==> config.mk <==
export PLATFORM = sky130hd
export DESIGN_NAME = mem_access
export DESIGN_NICKNAME = d
export VERILOG_FILES = /design/src/rtl/mem_access.sv
export SDC_FILE = /design/constraint.sdc
export NUM_CORES = 1
export LEC_CHECK = 0
export ABC_AREA = 1
export BUFFER_PORTS_ARGS = -buffer_cell sky130_fd_sc_hd__buf_2
export CAP_MARGIN = 0
export CORE_UTILIZATION = 50
export DETAILED_ROUTE_END_ITERATION = 8
export PLACE_DENSITY = 0.9
export REMOVE_ABC_BUFFERS = 1
export SLEW_MARGIN = 10
export SYNTH_ARGS = -nofsm -noshare
export SYNTH_HDL_FRONTEND = slang
export SYNTH_SLANG_ARGS = --single-unit
==> constraint.sdc <==
create_clock -name clk -period 3.2 [get_ports clk]
set_input_delay 0.32 -clock clk [delete_from_list [all_inputs] [get_ports clk]]
set_output_delay 0.32 -clock clk [all_outputs]
set_load 0.005 [all_outputs]
==> src/rtl/mem_access.sv <==
`default_nettype none
// mem_access: load/store stage that runs one execute op per handshake on a valid/ready
// memory bus, then sizes and extends load data for write_back. Rev 1.0
module mem_access #(
  parameter logic [31:0] RESET_PC = 32'h0
) (
  input  logic        clk,
  input  logic        reset,
  input  logic        in_valid,
  output logic        in_ready,
  input  logic [31:0] in_result,
  input  logic [31:0] in_store_data,
  input  logic [5:0]  in_dest,
  input  logic [31:0] in_next_pc,
  input  logic [1:0]  in_mem_op,
  input  logic [1:0]  in_size,
  input  logic        in_unsigned,
  output logic        mem_valid,
  input  logic        mem_ready,
  output logic [31:0] mem_addr,
  output logic [31:0] mem_wdata,
  output logic [3:0]  mem_wstrb,
  input  logic [31:0] mem_rdata,
  output logic        out_valid,
  output logic [31:0] result,
  output logic [5:0]  dest,
  output logic [31:0] next_pc,
  output logic        misalign
);

  typedef enum logic [1:0] {
    S_IDLE = 2'd0,
    S_BUS  = 2'd1,
    S_DONE = 2'd2
  } state_t;

  state_t      state_q;
  logic        mem_valid_q;
  logic [31:0] mem_addr_q;
  logic [31:0] mem_wdata_q;
  logic [3:0]  mem_wstrb_q;
  logic        out_valid_q;
  logic [31:0] result_q;
  logic [5:0]  dest_q;
  logic [31:0] next_pc_q;
  logic        misalign_q;

  // Op held across the bus transaction.
  logic        pend_load_q;
  logic        pend_unsigned_q;
  logic [1:0]  pend_size_q;
  logic [5:0]  pend_dest_q;
  logic [31:0] pend_next_pc_q;
  logic [31:0] pend_addr_q;

  logic        is_load;
  logic        is_store;
  logic        aligned;
  logic        accept;
  logic [3:0]  wstrb_d;
  logic [31:0] wdata_d;
  logic [31:0] lane_data;
  logic [31:0] load_ext_d;

  assign in_ready = (state_q == S_IDLE) && !reset;
  assign accept   = in_valid && in_ready;

  always_comb begin
    is_load  = (in_mem_op == 2'b01);
    is_store = (in_mem_op == 2'b10);
    case (in_size)
      2'b00: begin
        aligned = 1'b1;
        wstrb_d = 4'b0001 << in_result[1:0];
        wdata_d = {4{in_store_data[7:0]}};
      end
      2'b01: begin
        aligned = ~in_result[0];
        wstrb_d = 4'b0011 << in_result[1:0];
        wdata_d = {2{in_store_data[15:0]}};
      end
      default: begin
        aligned = (in_result[1:0] == 2'b00);
        wstrb_d = 4'b1111;
        wdata_d = in_store_data;
      end
    endcase
    if (is_load) wstrb_d = 4'b0000;

    lane_data = mem_rdata >> {pend_addr_q[1:0], 3'b000};
    case (pend_size_q)
      2'b00:   load_ext_d = pend_unsigned_q ? {24'b0, lane_data[7:0]}
                                            : {{24{lane_data[7]}}, lane_data[7:0]};
      2'b01:   load_ext_d = pend_unsigned_q ? {16'b0, lane_data[15:0]}
                                            : {{16{lane_data[15]}}, lane_data[15:0]};
      default: load_ext_d = mem_rdata;
    endcase
  end

  always_ff @(posedge clk) begin
    if (reset) begin
      state_q         <= S_IDLE;
      mem_valid_q     <= 1'b0;
      mem_addr_q      <= 32'b0;
      mem_wdata_q     <= 32'b0;
      mem_wstrb_q     <= 4'b0;
      out_valid_q     <= 1'b0;
      result_q        <= 32'b0;
      dest_q          <= 6'b0;
      next_pc_q       <= RESET_PC;
      misalign_q      <= 1'b0;
      pend_load_q     <= 1'b0;
      pend_unsigned_q <= 1'b0;
      pend_size_q     <= 2'b0;
      pend_dest_q     <= 6'b0;
      pend_next_pc_q  <= 32'b0;
      pend_addr_q     <= 32'b0;
    end else begin
      out_valid_q <= 1'b0;
      case (state_q)
        S_IDLE: begin
          if (accept) begin
            if ((is_load || is_store) && aligned) begin
              mem_valid_q     <= 1'b1;
              mem_addr_q      <= {in_result[31:2], 2'b00};
              mem_wdata_q     <= wdata_d;
              mem_wstrb_q     <= wstrb_d;
              pend_load_q     <= is_load;
              pend_unsigned_q <= in_unsigned;
              pend_size_q     <= in_size;
              pend_dest_q     <= in_dest;
              pend_next_pc_q  <= in_next_pc;
              pend_addr_q     <= in_result;
              state_q         <= S_BUS;
            end else begin
              // Non-memory op, or a misaligned access reported without touching the bus.
              out_valid_q <= 1'b1;
              result_q    <= in_result;
              next_pc_q   <= in_next_pc;
              misalign_q  <= is_load || is_store;
              dest_q      <= (is_load || is_store) ? 6'b0 : in_dest;
            end
          end
        end
        S_BUS: begin
          if (mem_ready) begin
            mem_valid_q <= 1'b0;
            out_valid_q <= 1'b1;
            misalign_q  <= 1'b0;
            result_q    <= pend_load_q ? load_ext_d : pend_addr_q;
            dest_q      <= pend_load_q ? pend_dest_q : 6'b0;
            next_pc_q   <= pend_next_pc_q;
            state_q     <= S_DONE;
          end
        end
        S_DONE:  state_q <= S_IDLE;
        default: state_q <= S_IDLE;
      endcase
    end
  end

  assign mem_valid = mem_valid_q;
  assign mem_addr  = mem_addr_q;
  assign mem_wdata = mem_wdata_q;
  assign mem_wstrb = mem_wstrb_q;
  assign out_valid = out_valid_q;
  assign result    = result_q;
  assign dest      = dest_q;
  assign next_pc   = next_pc_q;
  assign misalign  = misalign_q;

endmodule
`default_nettype wire

Word-level counts from Yosys, hierarchy flattened
Cells that the tools add are included.
{"block": "op_classes", "shifts": 3, "mux": 37, "bitwise": 1, "n_reduce_logical": 14, "n_eq_ne": 9}
{"operator": "2-to-1 mux 32 bit", "n": 9}
{"operator": "case mux 32 bit (2 select lines)", "n": 4}
{"operator": "right shift 32 x 5 -> 16 bit", "n": 1}
{"operator": "2-to-1 mux 6 bit", "n": 5}
{"operator": "case mux 6 bit (2 select lines)", "n": 1}
{"operator": "== test 2 x 1 -> 1 bit (second input constant)", "n": 4}
{"operator": "zero test 2 bit", "n": 4}
{"operator": "2-to-1 mux 1 bit", "n": 8}
{"operator": "case mux 1 bit (2 select lines)", "n": 4}
{"operator": "case mux 4 bit (2 select lines)", "n": 1}
{"operator": "AND reduction 4 bit", "n": 2}
{"operator": "2-to-1 mux 2 bit", "n": 3}
{"operator": "inequality test 2 bit (second input constant)", "n": 3}
{"operator": "AND reduction 3 bit", "n": 2}
{"operator": "2-to-1 mux 4 bit", "n": 1}
{"operator": "case mux 2 bit (2 select lines)", "n": 1}
{"operator": "left shift 1 x 2 -> 4 bit (first input constant)", "n": 1}
{"operator": "left shift 2 x 2 -> 4 bit (first input constant)", "n": 1}
{"operator": "logical AND 1 bit", "n": 3}
{"operator": "== test 2 bit (second input constant)", "n": 1}
{"operator": "inequality test 2 x 1 -> 1 bit (second input constant)", "n": 1}
{"operator": "nonzero test 2 bit", "n": 1}
{"operator": "zero test 1 bit", "n": 1}
{"operator": "logical OR 1 bit", "n": 1}
{"operator": "NOT 1 bit", "n": 1}
{"block": "word_totals", "output_inout_bits": 142, "regBits": 215, "in_bits": 143, "wordCells": 80}

Longest topological paths before layout
Gate-level depths: netlist (run 1).
{"block": "logic_depth", "ltp_word": 6, "ltp_mapped": 12, "ltp_nobuf": 9}

Worst setup path after synthesis (run 1)
OpenSTA, ideal clock, no wires.
{"block": "synth_path", "kind": "input -> register", "from": "input in_mem_op[1]", "to": "register mem_wdata_q[15] (netlist: mem_wdata[15])", "path_buffers": 3, "t_arrival_ns": 1.609, "setup_slack_ns": 1.463, "t_required_ns": 3.072, "setup_time_ns": 0.128, "stages": 9, "path_cell_list": "inv_1 ha_1 buf_1 inv_1 nand3_2 nor2_2 buf_4 clkbuf_1 a21oi_1"}
{"block": "synth_between", "elab_chain_len": 4, "word_cells_on_any_way": 5, "cone_classes": "2 x eq/ne; 3 x reduce/logical"}
{"element": "from (decl)", "line_no": "15", "source": "input logic [1:0] in_mem_op,"}
{"element": "== test 2 x 1 -> 1 bit / == test 2 bit (equally long branches)", "line_no": "69, 70"}
{"element": "logical OR 1 bit *", "line_no": "123", "source": "if ((is_load || is_store) && aligned) begin"}
{"element": "logical AND 1 bit *", "line_no": "123"}
{"element": "AND reduction 3 bit (no line) *"}
{"element": "to (signal assigned)", "line_no": "126", "source": "mem_wdata_q <= wdata_d;"}
{"element": "to (decl)", "line_no": "40", "source": "logic [31:0] mem_wdata_q;"}
Every way passes the cells marked *; elsewhere a longest branch is shown, timed or not.
A chain may end at the register's enable or synchronous reset.

Worst setup path in the final report (run 1)
{"block": "layout_path", "from": "register pend_addr_q[0]", "to": "register result_q[17] (netlist: result[17])"}
{"block": "layout_between", "elab_chain_len": 6, "word_cells_on_any_way": 7, "cone_classes": "1 x shift; 6 x mux"}
{"element": "from (decl)", "line_no": "54", "source": "logic [31:0] pend_addr_q;"}
{"element": "from (signal assigned)", "line_no": "133", "source": "pend_addr_q <= in_result;"}
{"element": "right shift 32 x 5 -> 16 bit *", "line_no": "90", "source": "lane_data = mem_rdata >> {pend_addr_q[1:0], 3'b000};"}
{"element": "2-to-1 mux 32 bit (on tied branches)", "line_no": "94, 92"}
{"element": "case mux 32 bit (2 select lines) *", "line_no": "91", "source": "case (pend_size_q)"}
{"element": "2-to-1 mux 32 bit *", "line_no": "150", "source": "result_q <= pend_load_q ? load_ext_d : pend_addr_q;"}
{"element": "2-to-1 mux 32 bit *", "line_no": "146", "source": "if (mem_ready) begin"}
{"element": "case mux 32 bit (2 select lines) *", "line_no": "120", "source": "case (state_q)"}
{"element": "to (signal assigned)", "line_no": "138", "source": "result_q <= in_result;"}
{"element": "to (signal assigned)", "line_no": "150"}
{"element": "to (decl)", "line_no": "43", "source": "logic [31:0] result_q;"}
Every way passes the cells marked *; elsewhere a longest branch is shown, timed or not. The select of a mux whose other input is x is not followed.

==> results of run 1 <==
stage by stage:
stage,cell area [um2],worst slack [ns]
6_report,10600,0.964
5_1_grt,10600,0.720
4_1_cts,10600,0.993
3_5_place_dp,10000,0.785
3_3_place_gp,10000,0.918
2_1_floorplan,8140,-1.70
cells by family (layout without fill, tap and decap cells):
| family | after synthesis | after routing | synth area share (%) |
|---|---|---|---|
| fa+ha+maj | 1 | 1 | 0.142 |
| buf+inv | 195 | 396 | 10.9 |
| simple gates | 569 | 569 | 25.6 |
| other cells | 1 | 6 | 0.0424 |
| compound gates | 368 | 368 | 21.4 |
| flops | 185 | 185 | 41.9 |
state kept, by name, indices dropped and copies added, names as in the netlist, 2 cells and up:
name / cells
mem_wstrb: 4
next_pc: 32
pend_size_q: 2
state_q: 2
pend_addr_q: 32
mem_wdata: 32
pend_dest_q: 6
pend_next_pc_q: 32
dest: 6
result: 32
routing by layer:
| metal | up-vias | GRT usage, % | wire, um |
|---|---|---|---|
| met1 | 4301 | 36.9 | 11600 |
| met3 | 77 | 6.34 | 2090 |
| met4 | 2 | 14.7 | 1050 |
| met2 | 447 | 44.5 | 12000 |
| li1 | 4635 | - | - |
| met5 | - | 0 | 11 |
Yosys cell counts:
master,instances,area [um2]
a21oi_1,150,751
a22o_1,1,8.76
a22oi_1,1,7.51
a31oi_1,8,50.1
a32oi_1,6,52.6
buf_1,7,26.3
buf_2,21,105
buf_4,41,308
buf_6,6,67.6
clkbuf_1,50,188
clkbuf_2,2,10.0
clkinv_1,2,7.51
conb_1,1,3.75
dfxtp_1,185,3700
ha_1,1,12.5
inv_1,62,233
inv_2,4,15.0
nand2_1,255,957
nand2_2,3,18.8
nand3_1,52,260
nand3_2,1,10.0
nand3b_1,1,7.51
nand4_1,1,6.26
nor2_1,243,912
nor2_2,4,25.0
nor2_8,1,20.0
nor3_1,1,5.00
o211ai_1,5,37.5
o21ai_0,162,811
o21ai_1,35,175
or2_2,7,43.8
final timing paths:
check                                        start                  to
worst max-delay path                pend_addr_q[0]          result[17]
worst max register to register      pend_addr_q[0]          result[17]
worst min-delay path                         reset          state_q[1]
worst min register to register  pend_next_pc_q[24]  pend_next_pc_q[24]
layout make-up:
type,count,area (um2)
fill,1634,6710
multi-input combinational,940,4190
clock inverter,12,118
clock buffer,20,447
inverter,68,258
antenna,4,10.0
tap,225,282
timing repair buffer,296,1580
sequential,185,3700
worst max-delay path: stages (launching register included):
cell and delay, ns:
dfxtp_1 0.31, inv_1 0.41, nand2_1 0.13, clkinv_1 0.18, nand2_1 0.07, nand2_1 0.08
nand3_1 0.47, nand3_1 0.30, nand2_1 0.08, a21oi_1 0.12
power by group through the flow:
stage,logic [W],registers [W],clock network (W)
finish,0.000786,0.00252,0.00205
global route,0.000877,0.00253,0.00217
CTS,0.000781,0.00251,0.00207
detailed placement,0.000778,0.00256,0
global placement,0.000759,0.00256,0
floorplan,0.000381,0.00257,0
==> summary.md, run 1 <==
| Metric | Value |
|---|---|
| Status | `completed` |
| Leading cell type in the layout, fill and taps excluded | `buf_2` |
| Synth Cell Area | `8840 um2` |
| CTS Buffer Depth | `2` |
| Startpoint Class | `flop` |
| Initial antenna violation count | `3` |
| Final Max Tran Viols | `0` |
| Yosys cell types | `31` |
| TNS Setup | `0 ns` |
| Initial cell density of the core | `51.1%` |
| Yosys warning count | `0` |
| Fin crit share | `69.9%` |
| Vias post-DR | `9462` |
| Slack of the worst reg-to-reg path | `a little under 1 ns` |
| DIE WIDTH | `135 um` |
| First-pass GRT wire length | `41.6 mm` |
| CTS buffer count | `17` |
| Final ANT Viol Nets | `0` |
| Power, Total | `0.00535 W` |
| Vias per Instance | `5.41` |
| Hold/Removal Path Class | `primary input to flop` |
| Final Hold Viols | `0` |
| Cell row count | `48` |
| Post-CTS setup repair buffer count | `0` |
| Critical path class | `flop to flop` |
| # IOs | `between 200 and 300` |
| Clock-pin slew on the worst setup and hold paths | `~0.070 ns` |
| Slew @ Worst Pin | `approximately 0.88 ns` |
| DPL Wire Length | `~18 mm` |
| Clk pwr share | `38.3%` |
| Nets | `between 1500 and 2000` |
| CTS resizes | `0` |
| Residual DRC | `0` |
| Drt total wl | `around 27 mm` |
| Gr ovfl total | `0` |
| Die height | `~130 um` |
| TritonCTS clock tree | `done` |
| Cell count after synthesis | `~1300` |
| Layout Cells excl Fill | `1750` |
| Lkg Pwr | `5.08 nW` |
| Clk_skew | `0.00839 ns` |
| Sequential area share after synthesis | `approximately two fifths` |
| Slew HR | `roughly two fifths` |
| Fin crit period | `between 2 and 2.5 ns` |
| Worst-skew pair later-pin latency | `between 0.4 and 0.5 ns` |
| Synth Register Bits | `approximately 190` |
| Max Freq | `447 MHz` |
| Fraction of layout cells with a size suffix above 1 | `between 20% and 30%` |
| Vias in the first global route | `8471` |
| Final Util | `slightly above 60%` |
| Worst reg2reg path depth | `9` |
| CTS Root Cell | `clkbuf_16` |
| Logic pwr share | `about 15%` |
| Hold path depth | `2` |
| VDD IR max | `approximately 0.36 mV` |
| Int Power | `between 0.003 and 0.004 W` |
| Sw frac | `between 20 and 30%` |
| Area growth syn-to-layout | `19.8%` |
| Hold slack | `0.114 ns` |
| IO Port Bufs | `about 280` |
| Largest net degree at the start of global routing | `83` |
| Global placement routability congestion | `about 0.91` |
| Die area | `roughly 18000 um2` |
| Clock sink total | `approximately 190` |
| Final setup violation count | `0` |
| Crit path DAT | `approximately 2.6 ns` |
| H-tree Lvls | `4` |
| Sequential power share | `between 40% and 50%` |
| Worst Path Max Fanout | `21` |
| Post-CTS Hold Fix Bufs | `0` |
| Core area | `17300 um2` |
| MaxCap Viol Count | `0` |
| Global Route Usage Sum | `approximately 29%` |
| CP required | `3.55 ns` |
| DP Cell Count | `roughly 1700` |
| Most frequent cells in the layout | `buf_2 (282), nand2_1 (255), nor2_1 (243)` |
| Sw Pwr | `between 0.0015 and 0.002 W` |
| Average cell area after synthesis | `~6.7 um2` |
| CP endpoint kind | `flop` |
| 1st-iter DRT viols | `between 800 and 900` |
| RSZ-0062 raised after global routing | `no` |
| Routed len/inst | `15.3 um` |
| Cell area power density | `between 500 and 600 nW/um2` |
| DR pass1 iterations | `5` |
No activity file was read; power rests on OpenSTA's default activity.
==> run 2, diff against run 1 <==
--- a/config.mk
+++ b/config.mk
@@ -5,12 +5,12 @@
 export SDC_FILE = /design/constraint.sdc
 export NUM_CORES = 1
 export LEC_CHECK = 0
-export ABC_AREA = 1
+export ABC_AREA = 0
 export BUFFER_PORTS_ARGS = -buffer_cell sky130_fd_sc_hd__buf_2
 export CAP_MARGIN = 0
 export CORE_UTILIZATION = 50
 export DETAILED_ROUTE_END_ITERATION = 8
-export PLACE_DENSITY = 0.9
+export PLACE_DENSITY = 0.89
 export REMOVE_ABC_BUFFERS = 1
 export SLEW_MARGIN = 10
 export SYNTH_ARGS = -nofsm -noshare
==> constraint.sdc (replaced) <==
create_clock -name clk -period 2.1 [get_ports clk]
set_input_delay 0.21 -clock clk [delete_from_list [all_inputs] [get_ports clk]]
set_output_delay 0.21 -clock clk [all_outputs]
set_load 0.005 [all_outputs]
==> summary.md, run 2 <==
| Metric | Value |
|---|---|
| Post-synthesis adder-cell area fraction | `0.136% (-0.0053 points)` |
| Critical R2R Launch | `state_q[0]` |
| 1st-iter DRT viols | `633 (-28%)` |
| Largest family of logic cells by synthesized area | `compound AO/OA/AOI/OAI gates` |
| Drt total wl | `29.7 mm (+11%)` |
| TritonCTS clock tree | `done` |
| Synth top area share | `40.3% (-1.6 points)` |
| Most frequent cells in the layout | `buf_2 (281), nand2_1 (269), dfxtp_1 (185)` |
| Synth Register Bits | `185 (unchanged)` |
| TNS Setup | `0 ns (unchanged)` |
| Largest area contributor in the netlist | `dfxtp_1` |
| Worst-path cell with the longest stage delay | `nor4b_4` |
| First-pass GRT wire length | `44.3 mm (+6.7%)` |
| Clock-pin slew on the worst setup and hold paths | `0.08 ns (about the same)` |
| CTS Root Cell | `clkbuf_16` |
| CP required | `2.43 ns (-1.12 ns)` |
| Slew @ Worst Pin | `1.05 ns (+0.173 ns)` |
| Hold path depth | `3 (+1)` |
| VDD IR max | `0.534 mV (+48%)` |
| Initial antenna violation count | `1 (-2)` |
| Post-Synth XOR/XNOR Area | `0% (unchanged)` |
| Synth Flop Type | `dfxtp_1` |
| IO Port Bufs | `282 (unchanged)` |
| Largest stage delay, worst path | `0.49 ns (+0.02 ns)` |
| Simple-gate portion of the synthesized area | `16.4% (-9.2 points)` |
| DR pass1 iterations | `7 (+2)` |
| Yosys warning count | `0 (unchanged)` |
| Clock sink total | `185 (unchanged)` |
| RSZ-0062 raised after global routing | `no` |
| Worst Path Max Fanout | `30 (+43%)` |
| Core area | `18000 um2 (+3.9%)` |
| Global placement routability congestion | `0.946 (+3.5%)` |
| Startpoint Class | `flop` |
| Final Hold Viols | `0 (unchanged)` |
| DIE WIDTH | `138 um (+1.9%)` |
| Fin crit period | `1.94 ns (-0.291 ns)` |
| Top Family by Delay on Critical Path | `simple AND/OR/NAND/NOR gates` |
| Critical path class | `flop to flop` |
| Average cell area after synthesis | `8.29 um2 (+24%)` |
| Final ANT Viol Nets | `0 (unchanged)` |
| Hold Crit Start | `in_result[9]` |
| Critical path endpoint | `pend_next_pc_q[16]` |
| Area growth syn-to-layout | `22.9%` |
| Die area | `18900 um2 (+3.8%)` |
| Critical path startpoint | `state_q[0]` |
| Cell count after synthesis | `1108 (-16%)` |
| Ys async rst share | `0% (unchanged)` |
| Synth area leaders | `dfxtp_1 (40%), nand2_1 (11%), a21oi_1 (9.1%)` |
| CP endpoint kind | `flop` |
| Hold/Removal Path Class | `primary input to flop` |
| Post-synthesis compound-gate area fraction | `31.0% (+9.6 points)` |
| Largest net degree at the start of global routing | `167 (+100%)` |
| H-tree Lvls | `4 (unchanged)` |
| Slew HR | `30.1% (-12 points)` |
| Status | `completed` |
| Cell row count | `49 (+2.1%)` |
| Vias per Instance | `5.97 (+10%)` |
| DPL Wire Length | `20.5 mm (+13%)` |
| CTS buffer count | `17 (unchanged)` |
| Nets | `1461 (-12%)` |
| Final Max Tran Viols | `0 (unchanged)` |
| Worst reg2reg path depth | `6 (-3)` |
| Die height | `138 um (+1.9%)` |
| Gr ovfl total | `0 (unchanged)` |
| Final Util | `62.8% (+1.6 points)` |
| Reg-to-Reg End | `pend_next_pc_q[16]` |
| Worst path bufs/invs | `2 (unchanged)` |
| Vias in the first global route | `8482 (+0.13%)` |
| Most numerous cell in the Yosys netlist | `nand2_1` |
| CP Cell Sequence | `nor4b_4 -> a21boi_4 -> buf_4 -> buf_12 -> nand2_1 -> a21oi_1` |
| Slack of the worst reg-to-reg path | `0.16 ns (-0.81 ns)` |
| Yosys cell types | `53 (+71%)` |
| Final setup violation count | `0 (unchanged)` |
| Routed len/inst | `19.0 um (+24%)` |
| Vias post-DR | `9314 (-1.6%)` |
| Post-synth EDFFs | `0 (unchanged)` |
| Residual DRC | `0 (unchanged)` |
| Clk_skew | `0.0130 ns (+0.00461 ns)` |
| CTS Buffer Depth | `2 (unchanged)` |
| Cell area power density | `745 nW/um2 (+47%)` |
| Fin crit share | `92.6% (+23 points)` |
| Worst path depth | `6 (-3)` |
| Post-synth top cells | `nand2_1 (269), dfxtp_1 (185), a21oi_1 (167)` |
| Worst-skew pair later-pin latency | `0.43 ns (about the same)` |
| Global Route Usage Sum | `30.4% (+1.9 points)` |
| Lkg Pwr | `4.61 nW (-9.2%)` |
| Post-synthesis mux area share | `2.97% (+3.0 points)` |
| Initial cell density of the core | `51.1% (about the same)` |
| Synth Cell Area | `9180 um2 (+3.9%)` |
| MaxCap Viol Count | `0 (unchanged)` |
| Sequential area share after synthesis | `40.3% (-1.6 points)` |
| Fraction of layout cells with a size suffix above 1 | `32.1% (+9.2 points)` |
| Leading cell type in the layout, fill and taps excluded | `buf_2` |
| Crit path DAT | `2.27 ns (-0.32 ns)` |
| # IOs | `285 (unchanged)` |
| Max Freq | `514 MHz (+15%)` |
## run 2: how the worst min path moves through the flow
stage	to	slack, ns
2_1_floorplan	dest[0]	0.28
3_3_place_gp	mem_wdata[3]	0.44
3_5_place_dp	mem_wstrb[3]	0.44
4_1_cts	pend_next_pc_q[21]	0.008
5_1_grt	pend_next_pc_q[0]	0.02
6_report	pend_addr_q[9]	0.03
## run 2: per-layer routing
metal / GRT usage, % / vias up / share of wire, %
met3: 7.76 / 71 / 9.4
li1: - / 4377 / -
met2: 51.9 / 478 / 50
met5: 0 / - / 0
met4: 15.3 / 0 / 3.2
met1: 35.2 / 4388 / 38
## run 2: cells by family (layout without fill, tap and decap cells)
logic type,after synthesis,count (layout)
fa+ha+maj,1,1
simple gates,355,355
other cells,1,3
flops,185,185
mux,26,26
buf+inv,164,385
compound gates,376,376
## run 2: layout make-up
type | instances | area, um2
clock buffer | 17 | 425
clock inverter | 15 | 161
antenna | 1 | 2.50
sequential | 185 | 3700
multi-input combinational | 760 | 4690
timing repair buffer | 329 | 1920
inverter | 24 | 90.1
fill | 1552 | 6680
tap | 229 | 287
## run 2: worst register-to-register path: stages, from the launching register on
cell      delay (ns)
dfxtp_1         0.40
nor4b_4         0.50
a21boi_4        0.31
buf_4           0.18
buf_12          0.19
nand2_1         0.09
a21oi_1         0.17
## run 2: timing repair
action	CTS	global route
endpoints found under the setup margin	0	19
setup buffers	0	0
hold buffers	0	0
hold endpoints to repair	0	0
gates resized for setup	0	2
## run 2: where the power goes
part / internal, W / total (W) / switching, W / leakage, nW
Sequential: 0.00369 / 0.00381 / 0.000117 / 1.51
Clock: 0.00159 / 0.00317 / 0.00158 / 0.265
Combinational: 0.000590 / 0.00142 / 0.000833 / 2.83
Total: 0.00587 / 0.00840 / 0.00253 / 4.61
## run 2: through the flow
step | hold WS, ns | worst slack [ns] | cell area, um2 | instances | power, W
detailed placement | 0.445 | -0.0435 | 10700 | 1527 | 0.00530
finish | 0.0255 | 0.156 | 11300 | 1560 | 0.00840
global route | 0.0220 | 0.00460 | 11300 | 1560 | 0.00873
floorplan | 0.278 | -3.87 | 8440 | 969 | 0.00456
global placement | 0.439 | 0.0360 | 10700 | 1527 | 0.00526
CTS | 0.00805 | 0.148 | 11300 | 1559 | 0.00844
